File: src/rtl/exc_ctrl_if.sv
// Bundle between the exception controller and the datapath/decoder side.
// Exc is the valid and ExcAck the ready: once Exc rises, Exc and EStatus stay frozen until ExcAck is sampled high.
interface exc_ctrl_if #(
  parameter int CNT_W = 8
);
  logic             invalid_op;
  logic             ext_irq;
  logic             ExcAck;
  logic             ERet;
  logic             Exc;
  logic [3:0]       EStatus;
  logic             in_handler;
  logic             double_fault;
  logic [CNT_W-1:0] lost_irq_cnt;

  modport master (
    output invalid_op, ext_irq, ExcAck, ERet,
    input  Exc, EStatus, in_handler, double_fault, lost_irq_cnt
  );

  modport slave (
    input  invalid_op, ext_irq, ExcAck, ERet,
    output Exc, EStatus, in_handler, double_fault, lost_irq_cnt
  );
endinterface

File: src/rtl/exc_ctrl.sv
// Exception request controller: latches invalid-opcode and external IRQ causes,
// requests the datapath with a hold-until-ack handshake and tracks handler residency.
module exc_ctrl #(
  parameter int SYNC_STAGES = 2,
  parameter int CNT_W       = 8
) (
  input  logic       clk,
  input  logic       reset,
  exc_ctrl_if.slave  bus,
  output logic [1:0] dbg_state_o
);
  typedef enum logic [1:0] {
    IDLE    = 2'd0,
    REQ     = 2'd1,
    HANDLER = 2'd2
  } state_e;

  localparam logic [3:0]       CAUSE_NONE = 4'b0000;
  localparam logic [3:0]       CAUSE_INV  = 4'b0001;
  localparam logic [3:0]       CAUSE_IRQ  = 4'b0010;
  localparam logic [CNT_W-1:0] CNT_MAX    = '1;
  localparam logic [CNT_W-1:0] CNT_ONE    = {{(CNT_W-1){1'b0}}, 1'b1};

  state_e                 state_q;
  logic [SYNC_STAGES-1:0] sync_q;
  logic [SYNC_STAGES-1:0] sync_vld_q;
  logic                   prev_q;
  logic                   prev_vld_q;
  logic                   pend_inv_q, pend_inv_d;
  logic                   pend_irq_q, pend_irq_d;
  logic                   exc_q;
  logic [3:0]             estatus_q;
  logic                   in_handler_q;
  logic                   double_fault_q;
  logic [CNT_W-1:0]       cnt_q, cnt_d;
  logic                   irq_edge;
  logic                   irq_drop;
  logic                   ack_take;

  // An edge only counts when both samples compared are real post-reset samples,
  // so a level held high through reset is never mistaken for a fresh interrupt.
  always_comb begin
    irq_edge   = sync_q[SYNC_STAGES-1] & sync_vld_q[SYNC_STAGES-1] & ~prev_q & prev_vld_q;
    irq_drop   = irq_edge & (pend_irq_q | (state_q == HANDLER));
    ack_take   = (state_q == REQ) & bus.ExcAck;
    pend_inv_d = (pend_inv_q & ~(ack_take & (estatus_q == CAUSE_INV)))
               | (bus.invalid_op & (state_q != HANDLER));
    pend_irq_d = (pend_irq_q & ~(ack_take & (estatus_q == CAUSE_IRQ)))
               | (irq_edge & ~irq_drop);
    cnt_d      = cnt_q;
    if (irq_drop && (cnt_q != CNT_MAX)) cnt_d = cnt_q + CNT_ONE;
  end

  always_ff @(posedge clk or negedge reset) begin
    if (!reset) begin
      sync_q     <= '0;
      sync_vld_q <= '0;
      prev_q     <= 1'b0;
      prev_vld_q <= 1'b0;
    end else begin
      sync_q     <= {sync_q[SYNC_STAGES-2:0], bus.ext_irq};
      sync_vld_q <= {sync_vld_q[SYNC_STAGES-2:0], 1'b1};
      prev_q     <= sync_q[SYNC_STAGES-1];
      prev_vld_q <= sync_vld_q[SYNC_STAGES-1];
    end
  end

  always_ff @(posedge clk or negedge reset) begin
    if (!reset) begin
      state_q        <= IDLE;
      exc_q          <= 1'b0;
      estatus_q      <= CAUSE_NONE;
      in_handler_q   <= 1'b0;
      double_fault_q <= 1'b0;
      pend_inv_q     <= 1'b0;
      pend_irq_q     <= 1'b0;
      cnt_q          <= '0;
    end else begin
      pend_inv_q <= pend_inv_d;
      pend_irq_q <= pend_irq_d;
      cnt_q      <= cnt_d;
      case (state_q)
        IDLE: begin
          if (pend_inv_q || pend_irq_q) begin
            state_q   <= REQ;
            exc_q     <= 1'b1;
            estatus_q <= pend_inv_q ? CAUSE_INV : CAUSE_IRQ;
          end
        end
        REQ: begin
          if (bus.ExcAck) begin
            state_q      <= HANDLER;
            exc_q        <= 1'b0;
            in_handler_q <= 1'b1;
          end
        end
        HANDLER: begin
          if (bus.invalid_op) double_fault_q <= 1'b1;
          if (bus.ERet) begin
            state_q      <= IDLE;
            in_handler_q <= 1'b0;
            estatus_q    <= CAUSE_NONE;
          end
        end
        default: begin
          state_q      <= IDLE;
          exc_q        <= 1'b0;
          estatus_q    <= CAUSE_NONE;
          in_handler_q <= 1'b0;
        end
      endcase
    end
  end

  assign bus.Exc          = exc_q;
  assign bus.EStatus      = estatus_q;
  assign bus.in_handler   = in_handler_q;
  assign bus.double_fault = double_fault_q;
  assign bus.lost_irq_cnt = cnt_q;
  assign dbg_state_o      = state_q;
endmodule

File: src/flat_wrapper.sv
// flat-port wrapper written by rule: the top's interface ports become plain ports
module exc_ctrl_flat 
#(
  parameter int SYNC_STAGES = 2,
  parameter int CNT_W       = 8
)
  (clk, reset, dbg_state_o, bus_invalid_op, bus_ext_irq, bus_ExcAck, bus_ERet, bus_Exc, bus_EStatus, bus_in_handler, bus_double_fault, bus_lost_irq_cnt);
  exc_ctrl_if #(.CNT_W(CNT_W)) bus_i ();
  input  logic clk;
  input  logic reset;
  output logic [1:0] dbg_state_o;
  input wire logic [$bits(bus_i.invalid_op)-1:0] bus_invalid_op;
  input wire logic [$bits(bus_i.ext_irq)-1:0] bus_ext_irq;
  input wire logic [$bits(bus_i.ExcAck)-1:0] bus_ExcAck;
  input wire logic [$bits(bus_i.ERet)-1:0] bus_ERet;
  output wire logic [$bits(bus_i.Exc)-1:0] bus_Exc;
  output wire logic [$bits(bus_i.EStatus)-1:0] bus_EStatus;
  output wire logic [$bits(bus_i.in_handler)-1:0] bus_in_handler;
  output wire logic [$bits(bus_i.double_fault)-1:0] bus_double_fault;
  output wire logic [$bits(bus_i.lost_irq_cnt)-1:0] bus_lost_irq_cnt;
  assign bus_i.invalid_op = bus_invalid_op;
  assign bus_i.ext_irq = bus_ext_irq;
  assign bus_i.ExcAck = bus_ExcAck;
  assign bus_i.ERet = bus_ERet;
  assign bus_Exc = bus_i.Exc;
  assign bus_EStatus = bus_i.EStatus;
  assign bus_in_handler = bus_i.in_handler;
  assign bus_double_fault = bus_i.double_fault;
  assign bus_lost_irq_cnt = bus_i.lost_irq_cnt;
  exc_ctrl #(.SYNC_STAGES(SYNC_STAGES), .CNT_W(CNT_W)) u_core (.clk(clk), .reset(reset), .bus(bus_i), .dbg_state_o(dbg_state_o));
endmodule
File: config.mk
export PLATFORM = sky130hd
export DESIGN_NAME = exc_ctrl_flat
export DESIGN_NICKNAME = d
export VERILOG_FILES = /design/src/rtl/exc_ctrl_if.sv /design/src/rtl/exc_ctrl.sv /design/src/flat_wrapper.sv
export SDC_FILE = /design/constraint.sdc
export NUM_CORES = 1
export LEC_CHECK = 0
export BUFFER_PORTS_ARGS = -buffer_cell sky130_fd_sc_hd__buf_2
export CAP_MARGIN = 25
export CORE_UTILIZATION = 46
export DETAILED_ROUTE_END_ITERATION = 6
export GPL_ROUTABILITY_DRIVEN = 0
export PLACE_DENSITY = 0.83
export SLEW_MARGIN = 20
export SYNTH_ARGS = -nofsm -noshare
export SYNTH_HDL_FRONTEND = slang
export SYNTH_SLANG_ARGS = --single-unit
File: constraint.sdc
create_clock -name clk -period 1.25 [get_ports clk]
set_input_delay 0.25 -clock clk [delete_from_list [all_inputs] [get_ports clk]]
set_output_delay 0.25 -clock clk [all_outputs]
set_load 0.005 [all_outputs]
==> impl_metrics.py, run 1 <==
metrics = {
    "worst_setup_path": {
        "worstPathCellList": "ha_4, nand3_4, o221ai_4, mux2_4",
        "end_kind": "flip-flop",
        "crit_type": "flip-flop to flip-flop",
        "critical_path_required_ns": 1.46,
        "crit_family": "flip-flops",
        "path_max_fanout": 7,
        "startpoint_type": "flip-flop",
        "arrival_ns": 1.65,
        "slowest_stage": "dfrtp_1",
        "worst-path-buf-inv": 0,
        "cpPeakStageDelay_ns": 0.43,
    },
    "synthesis": {
        "synth.area.top_cells": "dfrtp_1 57%, xor2_1 4.4%, o221ai_4 2.6%",
        "ys.flop_type": "dfrtp_1",
        "synth_seq_cells": 23,
        "syn_avg_cell_area_um2": 11.3,
        "synth_top_cells_by_count": "23 x dfrtp_1, 6 x nor2_1",
        "synth_area_um2": 1000,
        "syn-instance-count": 89,
        "synth_top_area_frac": 0.574,
        "yosysWarnings": 0,
        "yosysSeqAreaShare": 0.574,
        "yosys.area.top_type": "dfrtp_1",
        "synth_most_common_cell": "dfrtp_1",
        "synth.distinct_cells": 31,
        "async_flop_share": 1.00,
        "synth_edf_count": 0,
    },
    "die": {
        "start_util": 0.501,
        "die_area_um2": 2370,
        "dieHeight_um": 48.7,
        "ioPinCount": 23,
        "coreArea_um2": 2000,
        "rows": 16,
        "die_w_um": 48.7,
    },
    "power": {
        "leakagePower_uw": 0.000725,
        "irDropWorstVdd_uv": 1370,
        "power.density_nw_per_um2": 1890,
    },
    "clock_network": {
        "cts_htree_levels": 1,
        "cts.sinks": 23,
        "clock_latency_ns": 0.31,
        "numCtsBuffers": 3,
        "tritoncts": "yes",
        "cts_root_buffer": "clkbuf_4",
        "clkTransAtPathRegs_ns": 0.13,
        "clockBufferDepth": 2,
    },
    "timing": {
        "slew_headroom": 0.656,
        "min_period_ns": 1.45,
        "finalSetupViolCount": 11,
        "final_max_slew_viol_count": 0,
        "min_period_over_period": 1.16,
        "hold_viol": 0,
        "finClkSkew_ns": 0.00242,
        "rsz0062_at_grt": "yes",
        "max_freq_mhz": 692,
        "worst_slew_pin_slew_ns": 0.517,
        "worst_slack_ns": -0.196,
    },
    "finish": {
        "fillers": 136,
        "final_area_um2": 1520,
        "fin_nets": 144,
        "register_area_um2": 577,
        "drive_gt1_frac": 0.463,
        "multiInputGateArea_um2": 450,
        "fin_cells": 163,
        "fin_util": 0.757,
        "n_antenna_cell": 0,
        "area_growth_pct": 51.2,
    },
    "drt": {
        "num_vias": 849,
        "wl_per_cell_um": 14.7,
        "first_pass_iters": 4,
        "drt_iter0_markers": 11,
        "avgViaCountPerCell": 5.21,
        "wirelength_um": 2400,
        "drc": 0,
        "drt.antenna.violating_nets": 0,
    },
    "status": {
        "violations": "negative setup slack",
        "status": "finished with violations",
    },
    "placed_design": {
        "dp_hpwl_um": 1460,
        "portBuffers": 20,
        "placedCellCount": 147,
        "dpl_cell_area_um2": 1240,
    },
    "global_route": {
        "grt_pass1_vias": 763,
        "globalRouteTotalUtil": 0.196,
        "grt_max_degree": 24,
        "grt_pass1_wl_um": 3520,
        "antenna_found_initial": 0,
        "grt_overflow_total": 0,
    },
    "hold_path": {
        "min-delay-path-class": "input port to flip-flop",
    },
    "run": {
        "drv_cap": 0,
    },
}
[worst register-to-register path: stages, from the launching register on]
cell,delay (ns)
dfrtp_1,0.43
ha_4,0.18
nand3_4,0.08
o221ai_4,0.31
mux2_4,0.34
[kinds of logic (layout without fill, tap and decap cells)]
group                    count (synthesis)  after routing  share of synthesized area
multiplexers                             2              2                     0.0262
AND/OR/NAND/NOR                         28             28                      0.146
buffers and inverters                   10             56                     0.0474
other                                    2              3                    0.00749
AO/OA/AOI/OAI                           17             17                      0.134
adder cells (fa/ha/maj)                  1              1                     0.0125
flip-flops                              23             23                      0.574
XOR/XNOR                                 6              6                     0.0524
[cell usage in the layout, fill, tap and decap left out, types with 2 or more instances in the layout]
master,count
conb_1,3
clkbuf_4,3
nor2_1,6
nand2_1,4
nor3_1,2
buf_2,11
xor2_1,5
o32ai_1,2
nor3_2,2
dfrtp_1,22
dlygate4sd3_1,2
a21oi_1,2
inv_1,5
buf_6,20
nand3_1,3
nor2b_1,4
buf_4,14
o21ai_0,3
[metal layers]
metal / GRT usage / vias up / share of wire
li1: - / 396 / -
met1: 0.231 / 419 / 0.40
met2: 0.345 / 28 / 0.55
met3: 0.0472 / 6 / 0.032
met4: 0.0686 / 0 / 0.022
met5: 0 / - / 0
[layout make-up]
| cell class | instances | area share |
|---|---|---|
| inverter | 5 | 0.0124 |
| clock inverter | 1 | 0.00495 |
| clock buffer | 3 | 0.0149 |
| tap | 27 | 0.0223 |
| sequential | 23 | 0.381 |
| multi-input combinational | 57 | 0.297 |
| timing repair buffer | 47 | 0.268 |
[timing repair]
item                                    CTS  global route
buffers inserted                          1            11
hold buffers                              1             1
resized for setup                         6            25
cloned                                    0             0
endpoints found under the hold margin    23             1
pin swaps                                 2             4
endpoints found under the setup margin   14            19
[flip-flops by register name, summed over array words and instances, names as in the netlist]
name	cells
u_core.bus.lost_irq_cnt	8
u_core.bus.EStatus	2
u_core.dbg_state_o	2
u_core.sync_q	2
u_core.sync_vld_q	2
u_core.bus.Exc	1
u_core.bus.double_fault	1
u_core.bus.in_handler	1
u_core.pend_inv_q	1
u_core.pend_irq_q	1
u_core.prev_q	1
u_core.prev_vld_q	1
[per-stage QoR]
stage / setup slack, ns / hold slack, ns / setup TNS, ns / total power (uW)
after floorplan: -0.138 / -0.0456 / -0.474 / 1610
after global placement: -0.0819 / 0.237 / -0.211 / 2010
after detailed placement: -0.146 / 0.248 / -0.708 / 2060
after CTS: -0.168 / 0.0297 / -1.07 / 2450
after global routing: -0.231 / 0.125 / -2.07 / 3060
final: -0.196 / 0.150 / -1.31 / 2860
[where the power goes]
group	internal, uW	total (uW)	switching [uW]
clock network	122	350	228
registers	941	1140	200
logic	784	1370	590
[final timing paths]
kind | endpoint | slack (ns) | cells past startpoint | start
hold / removal | u_core.bus.double_fault | 0.15 | 2 | bus_invalid_op
hold reg to reg | u_core.sync_vld_q[1] | 0.37 | 0 | u_core.sync_vld_q[0]
min in group asynchronous | u_core.bus.in_handler | 0.43 | 2 | reset
max in group asynchronous | u_core.bus.lost_irq_cnt[2] | 0.44 | 2 | reset
setup / recovery | u_core.bus.lost_irq_cnt[1] | -0.20 | 4 | u_core.bus.lost_irq_cnt[1]
setup reg to reg | u_core.bus.lost_irq_cnt[1] | -0.20 | 4 | u_core.bus.lost_irq_cnt[1]
(Power assumes the default switching activity.)
==> inputs of run 2 (changes only) <==
==> constraint.sdc (replaced) <==
create_clock -name clk -period 1.24 [get_ports clk]
set_input_delay 0.248 -clock clk [delete_from_list [all_inputs] [get_ports clk]]
set_output_delay 0.248 -clock clk [all_outputs]
set_load 0.005 [all_outputs]
==> run 2 against run 1 <==
Net effect: the flow still finishes with violations (negative setup slack); critical path type unchanged; power increased by 5.8%; critical path depth unchanged; first-iteration DRC count rose by 18%; flip-flop and latch count is the same; core utilization increased by 2.3 points; sequential share of layout area is 1.0 points lower; cell count increased by 2.5%; largest power group unchanged; global-route usage up 0.20 points; setup slack worse by 0.0049 ns; critical endpoint unchanged.
==> impl_metrics.py, run 2 (synthesis results as in run 1) <==
metrics = {
    "finish": {
        "largest_register_ffs": 8,
        "register_area_um2": 578,
        "fillers": 134,
        "area_growth_pct": 55.8,
        "fin_nets": 148,
        "layout.cells.most_common": "dfrtp_1",
        "drive_gt1_frac": 0.493,
        "n_antenna_cell": 0,
        "multiInputGateArea_um2": 460,
        "layout_common_cells": "21 x dfrtp_1, 20 x buf_6, 16 x buf_4",
        "fin_util": 0.780,
        "final_area_um2": 1560,
    },
    "drt": {
        "wirelength_um": 2650,
        "first_pass_iters": 4,
        "drt_iter0_markers": 13,
        "avgViaCountPerCell": 5.20,
        "drc": 0,
        "wl_per_cell_um": 15.8,
        "num_vias": 868,
        "drt.antenna.violating_nets": 0,
    },
    "clock_network": {
        "tritoncts": "yes",
        "cts_root_buffer": "clkbuf_4",
        "numCtsBuffers": 3,
        "cts.sinks": 23,
        "clkTransAtPathRegs_ns": 0.14,
        "cts_htree_levels": 1,
        "clockBufferDepth": 2,
        "clock_latency_ns": 0.32,
    },
    "die": {
        "rows": 16,
        "start_util": 0.501,
        "ioPinCount": 23,
        "die_area_um2": 2370,
        "coreArea_um2": 2000,
        "dieHeight_um": 48.7,
        "die_w_um": 48.7,
    },
    "timing": {
        "min_period_ns": 1.44,
        "worst_slack_ns": -0.201,
        "finClkSkew_ns": 0.0108,
        "finalSetupViolCount": 16,
        "max_freq_mhz": 694,
        "holdWs_ns": 0.138,
        "slew_headroom": 0.649,
        "final_max_slew_viol_count": 0,
        "min_period_over_period": 1.16,
        "hold_viol": 0,
        "rsz0062_at_grt": "yes",
        "worst_slew_pin_slew_ns": 0.527,
    },
    "global_route": {
        "grt_pass1_vias": 773,
        "grt_pass1_wl_um": 3540,
        "antenna_found_initial": 0,
        "grt_overflow_total": 0,
        "grt_max_degree": 24,
        "globalRouteTotalUtil": 0.198,
    },
    "power": {
        "power.density_nw_per_um2": 1940,
        "leakagePower_uw": 0.000749,
        "irDropWorstVdd_uv": 1480,
    },
    "worst_setup_path": {
        "end_kind": "flip-flop",
        "r2r_end": "u_core.bus.lost_irq_cnt[1]",
        "critPathLaunch": "u_core.bus.lost_irq_cnt[1]",
        "crit_type": "flip-flop to flip-flop",
        "slowest_stage": "dfrtp_1",
        "worstPathCellList": "ha_4, nand3_4, o221ai_4, mux2_4",
        "startpoint_type": "flip-flop",
        "r2r_start": "u_core.bus.lost_irq_cnt[1]",
        "critical_path_required_ns": 1.46,
        "cpPeakStageDelay_ns": 0.43,
        "crit_path_end": "u_core.bus.lost_irq_cnt[1]",
        "r2r_cells": 4,
        "r2r_slack_ns": -0.20,
        "arrival_ns": 1.66,
        "path_max_fanout": 7,
    },
    "placed_design": {
        "dp_hpwl_um": 1460,
        "portBuffers": 20,
        "dpl_cell_area_um2": 1240,
    },
    "status": {
        "violations": "negative setup slack",
        "status": "finished with violations",
    },
    "run": {
        "drv_cap": 0,
    },
    "hold_path": {
        "min-delay-path-class": "input port to flip-flop",
    },
}
==> run 2: changes by cell type in the layout (fill, tap and decap cells not counted) <==
cell / previous run / this run
buf_2: 11 / 12
buf_8: 0 / 1
buf_4: 14 / 16
nor3_2: 2 / 3
nor3_1: 2 / 1
dfrtp_1: 22 / 21
nand2_2: 1 / 0
nand2_4: 0 / 1
dfrtp_2: 1 / 2
==> run 2: worst min path at each step <==
stage	startpoint	to	cells past startpoint
after global placement	reset	u_core.bus.EStatus[1]	1
final	bus_invalid_op	u_core.bus.double_fault	2
after detailed placement	reset	u_core.bus.in_handler	1
after global routing	bus_invalid_op	u_core.bus.double_fault	2
after CTS	bus_ext_irq	u_core.sync_q[0]	1
after floorplan	reset	u_core.bus.EStatus[0]	0
==> run 2: timing repair <==
action,4_1_cts,5_1_grt
hold endpoints to repair,23,1
endpoints found under the setup margin,16,19
resized for setup,6,31
hold buffers,1,1
setup buffers,2,14
pin swaps,2,6
==> run 2: area by class of cell <==
type,instances,area share
clock inverters,1,0.00481
clock buffers,3,0.0144
flip-flops and latches,23,0.370
inverters,5,0.0120
repair buffers,51,0.282
multi-input cells,57,0.295
well taps,27,0.0216
==> run 2: report_power, final <==
part / total [uW] / internal [uW] / leakage, uW / switching, uW
Combinational: 1520 / 866 / 0.000460 / 653
Sequential: 1150 / 952 / 0.000276 / 202
Clock: 357 / 123 / 0.0000139 / 234
Total: 3030 / 1940 / 0.000749 / 1090
==> run 2: through the flow <==
step	total power, uW	TNS (ns)	instances	setup slack (ns)
floorplan	1630	-0.544	90	-0.148
global placement	2020	-0.261	147	-0.0919
detailed placement	2080	-0.798	147	-0.156
CTS	2470	-1.16	154	-0.178
global route	3220	-2.64	167	-0.237
finish	3030	-1.65	167	-0.201
==> run 2: worst max-delay path: cells and delay by family, from the launching register on <==
kind / cells / cell delay (ns)
AOI/OAI and AO/OA: 1 / 0.31
adders and majority gates: 1 / 0.18
DFF: 1 / 0.43
muxes: 1 / 0.34
and+or+nand+nor: 1 / 0.08
==> run 2: metal layers <==
metal	up-vias	track usage	wire, um
met4	0	0.0686	138
met2	29	0.356	1440
met1	423	0.227	974
met5	-	0	0
li1	404	-	-
met3	12	0.0472	90
==> inputs of run 3 (changes only) <==
--- a/config.mk
+++ b/config.mk
@@ -7,10 +7,11 @@
 export LEC_CHECK = 0
 export BUFFER_PORTS_ARGS = -buffer_cell sky130_fd_sc_hd__buf_2
 export CAP_MARGIN = 25
-export CORE_UTILIZATION = 46
+export CORE_UTILIZATION = 40
 export DETAILED_ROUTE_END_ITERATION = 6
 export GPL_ROUTABILITY_DRIVEN = 0
-export PLACE_DENSITY = 0.83
+export PLACE_DENSITY = 0.76
+export SKIP_CTS_REPAIR_TIMING = 1
 export SLEW_MARGIN = 20
 export SYNTH_ARGS = -nofsm -noshare
 export SYNTH_HDL_FRONTEND = slang
==> run 3 against run 2 <==
Net effect: highest routed layer unchanged; the flow still finishes with violations (negative setup slack); setup slack gained 0.054 ns; non-clock buffer count shrank 7; power shrank 11%; largest power group unchanged.
==> impl_metrics.py, run 3 (synthesis results as in run 1) <==
metrics = {
    "status": {
        "status": "finished with violations",
        "violations": "negative setup slack",
    },
    "drt": {
        "first_pass_iters": 4,
        "wl_per_cell_um": 12.9,
        "avgViaCountPerCell": 5.04,
        "num_vias": 812,
        "drt_iter0_markers": 5,
        "drc": 0,
        "drt.antenna.violating_nets": 0,
        "wirelength_um": 2080,
    },
    "placed_design": {
        "place_ws_ns": -0.126,
        "portBuffers": 20,
        "dp_hpwl_um": 1410,
        "placedCellCount": 149,
    },
    "finish": {
        "fillers": 179,
        "fin_nets": 141,
        "largest_register_ffs": 8,
        "fin_cells": 161,
        "n_antenna_cell": 0,
        "fin_util": 0.629,
        "layout_common_cells": "22 x dfrtp_1, 18 x buf_4, 14 x buf_2",
        "drive_gt1_frac": 0.444,
        "area_growth_pct": 42.9,
        "layout.cells.most_common": "dfrtp_1",
    },
    "die": {
        "die_area_um2": 2710,
        "rows": 17,
        "die_w_um": 52.1,
        "dieHeight_um": 52.1,
        "coreArea_um2": 2280,
        "start_util": 0.440,
        "ioPinCount": 23,
    },
    "timing": {
        "min_period_ns": 1.39,
        "hold_viol": 0,
        "max_freq_mhz": 721,
        "worst_slack_ns": -0.147,
        "rsz0062_at_grt": "yes",
        "finClkSkew_ns": 0.00317,
        "final_max_slew_viol_count": 0,
        "slew_headroom": 0.662,
        "worst_slew_pin_slew_ns": 0.508,
        "min_period_over_period": 1.12,
        "finalSetupViolCount": 13,
    },
    "global_route": {
        "grt_overflow_total": 0,
        "grt_max_degree": 24,
        "grt_pass1_vias": 709,
        "antenna_found_initial": 0,
        "globalRouteTotalUtil": 0.158,
        "grt_pass1_wl_um": 3040,
    },
    "worst_setup_path": {
        "crit_type": "flip-flop to flip-flop",
        "r2r_slack_ns": -0.15,
        "r2r_end": "u_core.bus.lost_irq_cnt[6]",
        "r2r_cells": 5,
        "arrival_ns": 1.60,
        "end_kind": "flip-flop",
        "r2r_start": "u_core.bus.lost_irq_cnt[1]",
        "path_max_fanout": 2,
        "startpoint_type": "flip-flop",
        "critical_path_required_ns": 1.45,
    },
    "clock_network": {
        "clkTransAtPathRegs_ns": 0.13,
        "clockBufferDepth": 2,
        "numCtsBuffers": 3,
        "cts_htree_levels": 1,
        "cts.sinks": 23,
        "cts_root_buffer": "clkbuf_4",
        "clock_latency_ns": 0.31,
        "tritoncts": "yes",
    },
    "power": {
        "finalPower_uw": 2700,
        "irDropWorstVdd_uv": 1240,
        "power.density_nw_per_um2": 1890,
        "leakagePower_uw": 0.000686,
    },
    "hold_path": {
        "min-delay-path-class": "input port to flip-flop",
        "holdPathEnd": "u_core.sync_q[0]",
        "hold_start": "bus_ext_irq",
        "holdPathStages": 1,
    },
    "run": {
        "drv_cap": 0,
    },
}
run 3: layout make-up:
type                       count  area, um2  area share
sequential                    23        577       0.403
clock buffer                   3       22.5      0.0157
inverter                       5       18.8      0.0131
timing repair buffer          44        339       0.237
clock inverter                 1       7.51     0.00524
multi-input combinational     57        433       0.302
tap                           28       35.0      0.0245
run 3: per-stage QoR:
stage / TNS (ns) / hold WS, ns / instance area, um2
global placement: -0.269 / 0.239 / 1240
CTS: -0.938 / -0.114 / 1270
detailed placement: -0.588 / 0.249 / 1240
finish: -0.950 / 0.0292 / 1430
floorplan: -0.544 / -0.0476 / 1020
global route: -1.71 / 0.00350 / 1430
run 3: power breakdown:
group | switching (uW) | internal (uW)
clock | 228 | 123
combinational | 538 | 681
sequential | 184 | 948
total | 951 | 1750
run 3: critical path, stage by stage (launching register included):
cell     delay [ns]
dfrtp_1        0.41
ha_4           0.17
buf_4          0.11
nand2_1        0.05
nor3_1         0.20
mux2_2         0.36
run 3: how the worst max path moves through the flow:
stage / startpoint / end / slack [ns] / depth (start not counted)
after floorplan: u_core.bus.lost_irq_cnt[0] / u_core.bus.lost_irq_cnt[1] / -0.15 / 4
after global placement: u_core.prev_q / u_core.bus.lost_irq_cnt[6] / -0.09 / 4
after detailed placement: u_core.bus.lost_irq_cnt[0] / u_core.bus.lost_irq_cnt[1] / -0.13 / 4
after CTS: u_core.bus.lost_irq_cnt[0] / u_core.bus.lost_irq_cnt[1] / -0.15 / 4
after global routing: u_core.bus.lost_irq_cnt[1] / u_core.bus.lost_irq_cnt[6] / -0.20 / 5
final: u_core.bus.lost_irq_cnt[1] / u_core.bus.lost_irq_cnt[6] / -0.15 / 5
run 3: metal layers:
metal,track usage,up-vias,share of wire
met5,0,-,0
met4,0.0676,0,0.018
met3,0.0351,4,0.041
met2,0.276,21,0.50
met1,0.184,394,0.44
li1,-,393,-
